## config.mk

```make
export PLATFORM = sky130hd
export DESIGN_NAME = pipelined_alu
export DESIGN_NICKNAME = d
export VERILOG_FILES = /design/src/rtl/alu_pkg.sv /design/src/rtl/alu_shift_mul.sv /design/src/rtl/pipelined_alu.sv
export SDC_FILE = /design/constraint.sdc
export NUM_CORES = 1
export LEC_CHECK = 0
export ABC_AREA = 1
export BUFFER_PORTS_ARGS = -buffer_cell sky130_fd_sc_hd__buf_2
export CORE_MARGIN = 10
export CORE_UTILIZATION = 38
export DETAILED_ROUTE_END_ITERATION = 10
export PLACE_DENSITY_LB_ADDON = 0.25
export SYNTH_ARGS = -nofsm -noshare
export SYNTH_HDL_FRONTEND = slang
export SYNTH_HIERARCHICAL = 1
export SYNTH_SLANG_ARGS = --single-unit
```

## constraint.sdc

```tcl
create_clock -name clk -period 4.5 [get_ports clk]
set_input_delay 1.125 -clock clk [delete_from_list [all_inputs] [get_ports clk]]
set_output_delay 1.125 -clock clk [all_outputs]
set_load 0.005 [all_outputs]
```

## src/rtl/alu_pkg.sv

```systemverilog
// Shared op-code values and controller state encoding for pipelined_alu.
package alu_pkg;

    localparam logic [2:0] OP_AND = 3'b000;
    localparam logic [2:0] OP_OR  = 3'b001;
    localparam logic [2:0] OP_ADD = 3'b010;
    localparam logic [2:0] OP_MUL = 3'b011;
    localparam logic [2:0] OP_NOR = 3'b100;
    localparam logic [2:0] OP_XOR = 3'b101;
    localparam logic [2:0] OP_SUB = 3'b110;
    localparam logic [2:0] OP_SLT = 3'b111;

    typedef enum logic [1:0] {
        S_IDLE = 2'd0,
        S_MUL  = 2'd1,
        S_HOLD = 2'd2
    } state_t;

endpackage

```

## src/rtl/alu_shift_mul.sv

```systemverilog
// Sequential shift-add unsigned multiplier, one multiplier bit per cycle.
// Full product is presented combinationally on the cycle done is high.
module alu_shift_mul #(
    parameter int WIDTH   = 32,
    parameter int MUL_CYC = WIDTH
) (
    input  logic                 clk,
    input  logic                 rst,
    input  logic                 start,
    input  logic [WIDTH-1:0]     a,
    input  logic [WIDTH-1:0]     b,
    output logic                 busy,
    output logic                 done,
    output logic [2*WIDTH-1:0]   product
);

    localparam int CW = $clog2(MUL_CYC + 1);
    localparam logic [CW-1:0] LAST = CW'(MUL_CYC - 1);

    logic [2*WIDTH-1:0] mcand;
    logic [2*WIDTH-1:0] acc;
    logic [WIDTH-1:0]   mplier;
    logic [CW-1:0]      cnt;

    // The final partial product is folded in combinationally so the top can
    // capture the full result on the same edge as the last iteration.
    always_comb begin
        product = mplier[0] ? (acc + mcand) : acc;
        done    = busy && (cnt == LAST);
    end

    always_ff @(posedge clk or posedge rst) begin
        if (rst) begin
            mcand  <= '0;
            acc    <= '0;
            mplier <= '0;
            cnt    <= '0;
            busy   <= 1'b0;
        end else if (start) begin
            mcand  <= {{WIDTH{1'b0}}, a};
            mplier <= b;
            acc    <= '0;
            cnt    <= '0;
            busy   <= 1'b1;
        end else if (busy) begin
            acc    <= product;
            mcand  <= mcand << 1;
            mplier <= mplier >> 1;
            cnt    <= cnt + CW'(1);
            if (done) begin
                busy <= 1'b0;
            end
        end
    end

endmodule

```

## src/rtl/pipelined_alu.sv

```systemverilog
// Execute-stage ALU with registered result, valid/ready in and out; 1-cycle ops, MUL_CYC+1-cycle MUL.
// Multiplier present only when PIPELINED_ALU_MUL_EN is defined; otherwise op 011 returns err=1.
module pipelined_alu
    import alu_pkg::*;
#(
    parameter int WIDTH   = 32,
    parameter int MUL_CYC = WIDTH
) (
    input  logic             clk,
    input  logic             rst,
    input  logic             in_valid,
    output logic             in_ready,
    input  logic [WIDTH-1:0] a,
    input  logic [WIDTH-1:0] b,
    input  logic [2:0]       op,
    output logic             out_valid,
    input  logic             out_ready,
    output logic [WIDTH-1:0] result,
    output logic [WIDTH-1:0] result_hi,
    output logic             cout,
    output logic             overflow,
    output logic             set,
    output logic             zero,
    output logic             err
);

    if ((WIDTH % 4 != 0) || (WIDTH < 4) || (WIDTH > 64) || (MUL_CYC < 1)) begin : g_bad_cfg
        $error("pipelined_alu: unsupported WIDTH or MUL_CYC");
    end

    state_t state, state_nxt;

    logic             accept;
    logic             is_mul;
    logic             take_single;
    logic             take_mul;
    logic [WIDTH:0]   add_sum;
    logic [WIDTH:0]   sub_sum;
    logic             add_ovf;
    logic             sub_ovf;
    logic             slt;
    logic [WIDTH-1:0] alu_res;
    logic             alu_cout;
    logic             alu_ovf;
    logic             alu_set;
    logic             alu_err;
    logic             alu_zero;

    assign accept      = in_valid & in_ready;
    assign take_single = accept & ~is_mul;
    assign take_mul    = accept & is_mul;

`ifdef PIPELINED_ALU_MUL_EN
    logic                 mul_busy;
    logic                 mul_done;
    logic                 mul_finish;
    logic                 mul_set;
    logic [2*WIDTH-1:0]   mul_product;

    assign is_mul     = (op == OP_MUL);
    assign mul_finish = (state == S_MUL) & mul_busy & mul_done;

    alu_shift_mul #(
        .WIDTH   (WIDTH),
        .MUL_CYC (MUL_CYC)
    ) u_mul (
        .clk     (clk),
        .rst     (rst),
        .start   (take_mul),
        .a       (a),
        .b       (b),
        .busy    (mul_busy),
        .done    (mul_done),
        .product (mul_product)
    );

    // The signed compare flag is reported for MUL too, so capture it at accept.
    always_ff @(posedge clk or posedge rst) begin
        if (rst) begin
            mul_set <= 1'b0;
        end else if (take_mul) begin
            mul_set <= slt;
        end
    end
`else
    assign is_mul = 1'b0;
`endif

    always_comb begin
        add_sum = {1'b0, a} + {1'b0, b};
        sub_sum = {1'b0, a} + {1'b0, ~b} + {{WIDTH{1'b0}}, 1'b1};
        add_ovf = (a[WIDTH-1] == b[WIDTH-1]) && (add_sum[WIDTH-1] != a[WIDTH-1]);
        sub_ovf = (a[WIDTH-1] != b[WIDTH-1]) && (sub_sum[WIDTH-1] != a[WIDTH-1]);
        slt     = sub_sum[WIDTH-1] ^ sub_ovf;
    end

    always_comb begin
        alu_res  = '0;
        alu_cout = 1'b0;
        alu_ovf  = 1'b0;
        alu_set  = slt;
        alu_err  = 1'b0;
        case (op)
            OP_AND: alu_res = a & b;
            OP_OR:  alu_res = a | b;
            OP_NOR: alu_res = ~(a | b);
            OP_XOR: alu_res = a ^ b;
            OP_ADD: begin
                alu_res  = add_sum[WIDTH-1:0];
                alu_cout = add_sum[WIDTH];
                alu_ovf  = add_ovf;
            end
            OP_SUB: begin
                alu_res  = sub_sum[WIDTH-1:0];
                alu_cout = sub_sum[WIDTH];
                alu_ovf  = sub_ovf;
            end
            OP_SLT: begin
                alu_res  = {{(WIDTH-1){1'b0}}, slt};
                alu_cout = sub_sum[WIDTH];
            end
            // Only OP_MUL lands here, and only as a single-cycle op when the
            // multiplier is absent.
            default: begin
                alu_set = 1'b0;
                alu_err = 1'b1;
            end
        endcase
        alu_zero = ~alu_err & (alu_res == '0);
    end

    always_ff @(posedge clk or posedge rst) begin
        if (rst) begin
            state <= S_IDLE;
        end else begin
            state <= state_nxt;
        end
    end

    always_comb begin
        state_nxt = state;
        case (state)
            S_IDLE, S_HOLD: begin
                if (take_mul) begin
                    state_nxt = S_MUL;
                end else if (take_single) begin
                    state_nxt = S_HOLD;
                end else if ((state == S_HOLD) && out_ready) begin
                    state_nxt = S_IDLE;
                end
            end
`ifdef PIPELINED_ALU_MUL_EN
            S_MUL: begin
                if (mul_finish) begin
                    state_nxt = S_HOLD;
                end
            end
`endif
            default: state_nxt = S_IDLE;
        endcase
    end

    always_comb begin
        in_ready  = (state == S_IDLE) || ((state == S_HOLD) && out_ready);
        out_valid = (state == S_HOLD);
    end

    always_ff @(posedge clk or posedge rst) begin
        if (rst) begin
            result    <= '0;
            result_hi <= '0;
            cout      <= 1'b0;
            overflow  <= 1'b0;
            set       <= 1'b0;
            zero      <= 1'b0;
            err       <= 1'b0;
        end else if (take_single) begin
            result    <= alu_res;
            result_hi <= '0;
            cout      <= alu_cout;
            overflow  <= alu_ovf;
            set       <= alu_set;
            zero      <= alu_zero;
            err       <= alu_err;
        end
`ifdef PIPELINED_ALU_MUL_EN
        else if (mul_finish) begin
            result    <= mul_product[WIDTH-1:0];
            result_hi <= mul_product[2*WIDTH-1:WIDTH];
            cout      <= 1'b0;
            overflow  <= 1'b0;
            set       <= mul_set;
            zero      <= (mul_product == '0);
            err       <= 1'b0;
        end
`endif
    end

endmodule

```

==> impl_summary.md <==
Pwr
The leakage power total is about 6 nW. The highest ir drop seen on vdd is 0.160 mV. The design draws about 1.9 mW.

Power spread over the standard cell area amounts to 192 nW/µm². In this run, the combinational gates consume 61.2% of the power. The internal portion of total power is around 0.99 mW.

In this run, the clock network consumes 16.6% of the power. Net switching is roughly half of the power. For this design the total switching power over the nets is 0.937 mW. The relative contribution of sequential cells to total power is 22.2%.

STA
For the finished layout, the period the worst path requires is 4.06 ns. Setup repair after global routing left no endpoint under its margin. The transition at the pin with the smallest max-transition slack is 0.953 ns. On the final layout, the worst hold slack is ~0.47 ns. For the final database, setup skew stands at 0.00156 ns. The fmax is 246 MHz. Adding up every negative setup slack in the final design gives 0 ns. The number of hold-slack violations in the final timing report is 0. The number of pins with negative max-slew slack in the final report is 0. The worst path meets setup with around 0.44 ns of slack. The worst relative slew slack is 36.4%. The final count of negative-setup-slack endpoints is 0.

The fraction of the cycle the final worst path needs is between 90% and 100%.

Routing
The mean number of vias per cell is 4.96. The total wirelength of the detailed-routed design is between 30 and 40 mm. The count of nets left with antenna violations after detail routing is 0. The length of the first detailed-routing pass in iterations is 5. The average detailed-routed wire length per instance is between 15 and 20 µm. The detailed-route DRC error count is 0. For this block, the initial DRC count from the detailed router was 881. The via total after detailed routing is 10135.

Critical path
For this design, the slowest cell found on the critical path is fa_1. The cell with the most instances on the worst path is nand2_1. The arrival time reported for the critical path endpoint is 4.28 ns. The data required time at the worst endpoint is 4.72 ns. STA classifies the critical path endpoint as a flip-flop.

The logic depth of the worst register-to-register path is 15. The most critical setup path has its endpoint at zero. The worst register-to-register path has a setup slack of 2.36 ns. STA classifies the critical path startpoint as a primary input. The critical register-to-register path startpoint is state[1]. The critical path class is primary input to flip-flop.

The maximum fanout along the worst path is 5. The endpoint of the worst-slack reg-to-reg timing path is zero. In this design, the stage delay of the slowest critical-path cell is 0.42 ns. The critical path starts at a[16].

Place
The total placed cells including tap cells is 2038. OpenSTA, run right after detailed placement, puts the worst setup slack at around 0.16 ns. The number of buffers inserted by port buffering is 109.

Routability-driven placement finished with a final weighted congestion of between 0.9 and 1. Once detailed placement completed, the half-perimeter wirelength came to 30.8 mm.

Clock tree
The latest clock arrival within the worst-skew pair is 0.28 ns. The H-tree generated during clock tree synthesis spans 2 levels. Buffers added to address setup during post-CTS repair amount to 0. Buffers inserted during clock tree synthesis total 5. The maximum number of buffers from clock root to sink is 2.

The total clock sinks is 38. After clock tree synthesis, the clock-pin slew on the worst setup and hold paths is 0.05 ns. The tree is rooted in a clkbuf_16. In this run, post-CTS repair resized a total of 0 instances.

The TritonCTS clock tree is built. The cts-stage hold buffer count is 0.

Final layout
The relative area change from synthesis to final layout is 10.9%. Excluding fillers, the count of instances in the completed layout stands at 2045. The final layout net count is 1904. Of the cells placed in the final design, the portion with a size suffix greater than 1 is 14.7%. The number of antenna diodes in the final layout is 0.

Global route
The number of antenna violations at the first check in global routing is 0. The via count of the first global-routing pass is 9877. Entering global routing, the biggest net connects 52 pins.

The global-route wire length before repair is approximately 55 mm. The combined global-route utilization of all metal layers is 22.7%. The global route total overflow is 0.

Floorplan
142 I/O pins were placed. Row generation in the floorplan step produced 56 rows. The core outline area is between 20000 and 25000 µm². From left edge to right edge, the die measures 174 µm.

The area of the die is just over 30000 µm². The die is 174 µm tall. The starting utilization of the core area is 38.6%.

Status
The run finished with clean final reports.

Synth
The share of synthesized cell area in full adder, half adder and majority cells is 15.0%. The area fraction in and, or, nand and nor cells after synthesis is 44.5%. After Yosys synthesis, XOR and XNOR cells account for 0.0968% of the synthesized area.

The unique cell type count in the Yosys netlist is 43. Summing the sequential cell areas from Yosys gives 10.5% of the chip area. Averaged over all synthesized cells, the footprint is 5.61 µm².

In the synthesized netlist, the number of instances is between 1500 and 2000. The count of state elements after synthesis is 38. By area, the combinational part of the netlist is dominated by simple AND/OR/NAND/NOR gates. The synthesized netlist devotes about a tenth of its cell area to compound gates. The mux cell area share after synthesis is 0%. During synthesis, Yosys emitted a total of 6 warnings. After synthesis the cells add up to 9050 µm².

Flow run
Across the run, the number of max-cap violations was 0.

Min path
The startpoint identified for the worst hold timing path is result[6]. The class of the most critical hold timing path is flip-flop to flip-flop.
==> power groups by stage <==
stage / clock, mW / sequential, mW / combinational, mW
floorplan: 0 / 0.439 / 0.757
global placement: 0 / 0.432 / 1.16
detailed placement: 0 / 0.434 / 1.16
CTS: 0.326 / 0.429 / 1.17
global route: 0.340 / 0.437 / 1.32
finish: 0.320 / 0.428 / 1.18
==> cell families after synthesis <==
kind of cell             count (synthesis)
AO/OA/AOI/OAI                          159
other                                    1
XOR/XNOR                                 1
flip-flops                              38
AND/OR/NAND/NOR                        917
buffers and inverters                  389
adder cells (fa/ha/maj)                107
==> registers in the layout, summed over array words and instances, names as in the netlist <==
name,cells
result,32
set,1
err,1
cout,1
overflow,1
zero,1
state,1
==> critical path, delay by kind of cell <==
kind,cells,cell delay [ns]
AOI/OAI and AO/OA,1,0.08
buffers and inverters,5,0.34
and+or+nand+nor,22,1.94
adders and majority gates,2,0.80
==> placed cells by master, fill, tap and decap left out, types with 9 or more instances in the layout <==
cell and n:
buf_2 109, nor3_1 9, nor2_4 9, nor2_2 22, inv_1 278, o21bai_1 9, nand2_1 509, nor2_1 128
nand3_1 178, conb_1 32, a21oi_1 53, inv_2 20, nand2_2 15, o21ai_0 56, dfrtp_1 38, ha_1 104
a221oi_1 20, nand4_1 19, buf_4 57
==> Yosys cell counts (all sizes together) <==
cell | count | share of area [%]
a211oi | 2 | 0.17
a21o | 1 | 0.083
a21oi | 56 | 3.2
a221oi | 20 | 1.9
a22o | 1 | 0.097
a31oi | 2 | 0.14
and2 | 6 | 0.41
and3 | 4 | 0.28
buf | 75 | 6.5
clkbuf | 15 | 0.64
clkinv | 1 | 0.041
conb | 1 | 0.041
dfrtp | 38 | 11
fa | 3 | 0.66
ha | 104 | 14
inv | 298 | 12
nand2 | 529 | 23
nand3 | 183 | 10
nand3b | 3 | 0.25
nand4 | 19 | 1.3
nor2 | 159 | 7.9
nor3 | 13 | 1.1
nor4 | 1 | 0.069
o211ai | 1 | 0.083
o21ai | 60 | 3.3
o21bai | 9 | 0.75
o22ai | 7 | 0.48
xor2 | 1 | 0.097
==> stage by stage <==
stage | utilization [%] | cell area [µm²]
floorplan | - | 9170
finish | 42.8 | 10000
global placement | 42.1 | 9890
CTS | 42.7 | 10000
global route | 42.8 | 10000
detailed placement | 42.1 | 9890
==> worst min path at each step <==
| stage | slack, ns | depth (start not counted) | endpoint |
|---|---|---|---|
| floorplan | 0.47 | 2 | result[0] |
| global placement | 0.46 | 1 | overflow |
| detailed placement | 0.46 | 2 | result[29] |
| CTS | 0.48 | 2 | result[29] |
| global route | 0.50 | 2 | result[23] |
| finish | 0.47 | 2 | result[6] |
==> area by class of cell <==
class / instances / area, µm²
Fill cell: 2662 / 13400
Multi-Input combinational cell: 1216 / 6460
Inverter: 299 / 1120
Timing Repair Buffer: 166 / 973
Sequential cell: 38 / 951
Tap cell: 319 / 399
Clock buffer: 7 / 133
==> metal layers <==
layer,vias to the layer above,track usage [%],share of wire (%)
met2,338,36.5,44
met5,-,0,0
met4,0,5.20,1.9
met1,4594,31.5,48
li1,5173,-,-
met3,30,2.86,7.0
(Power assumes the default switching activity.)
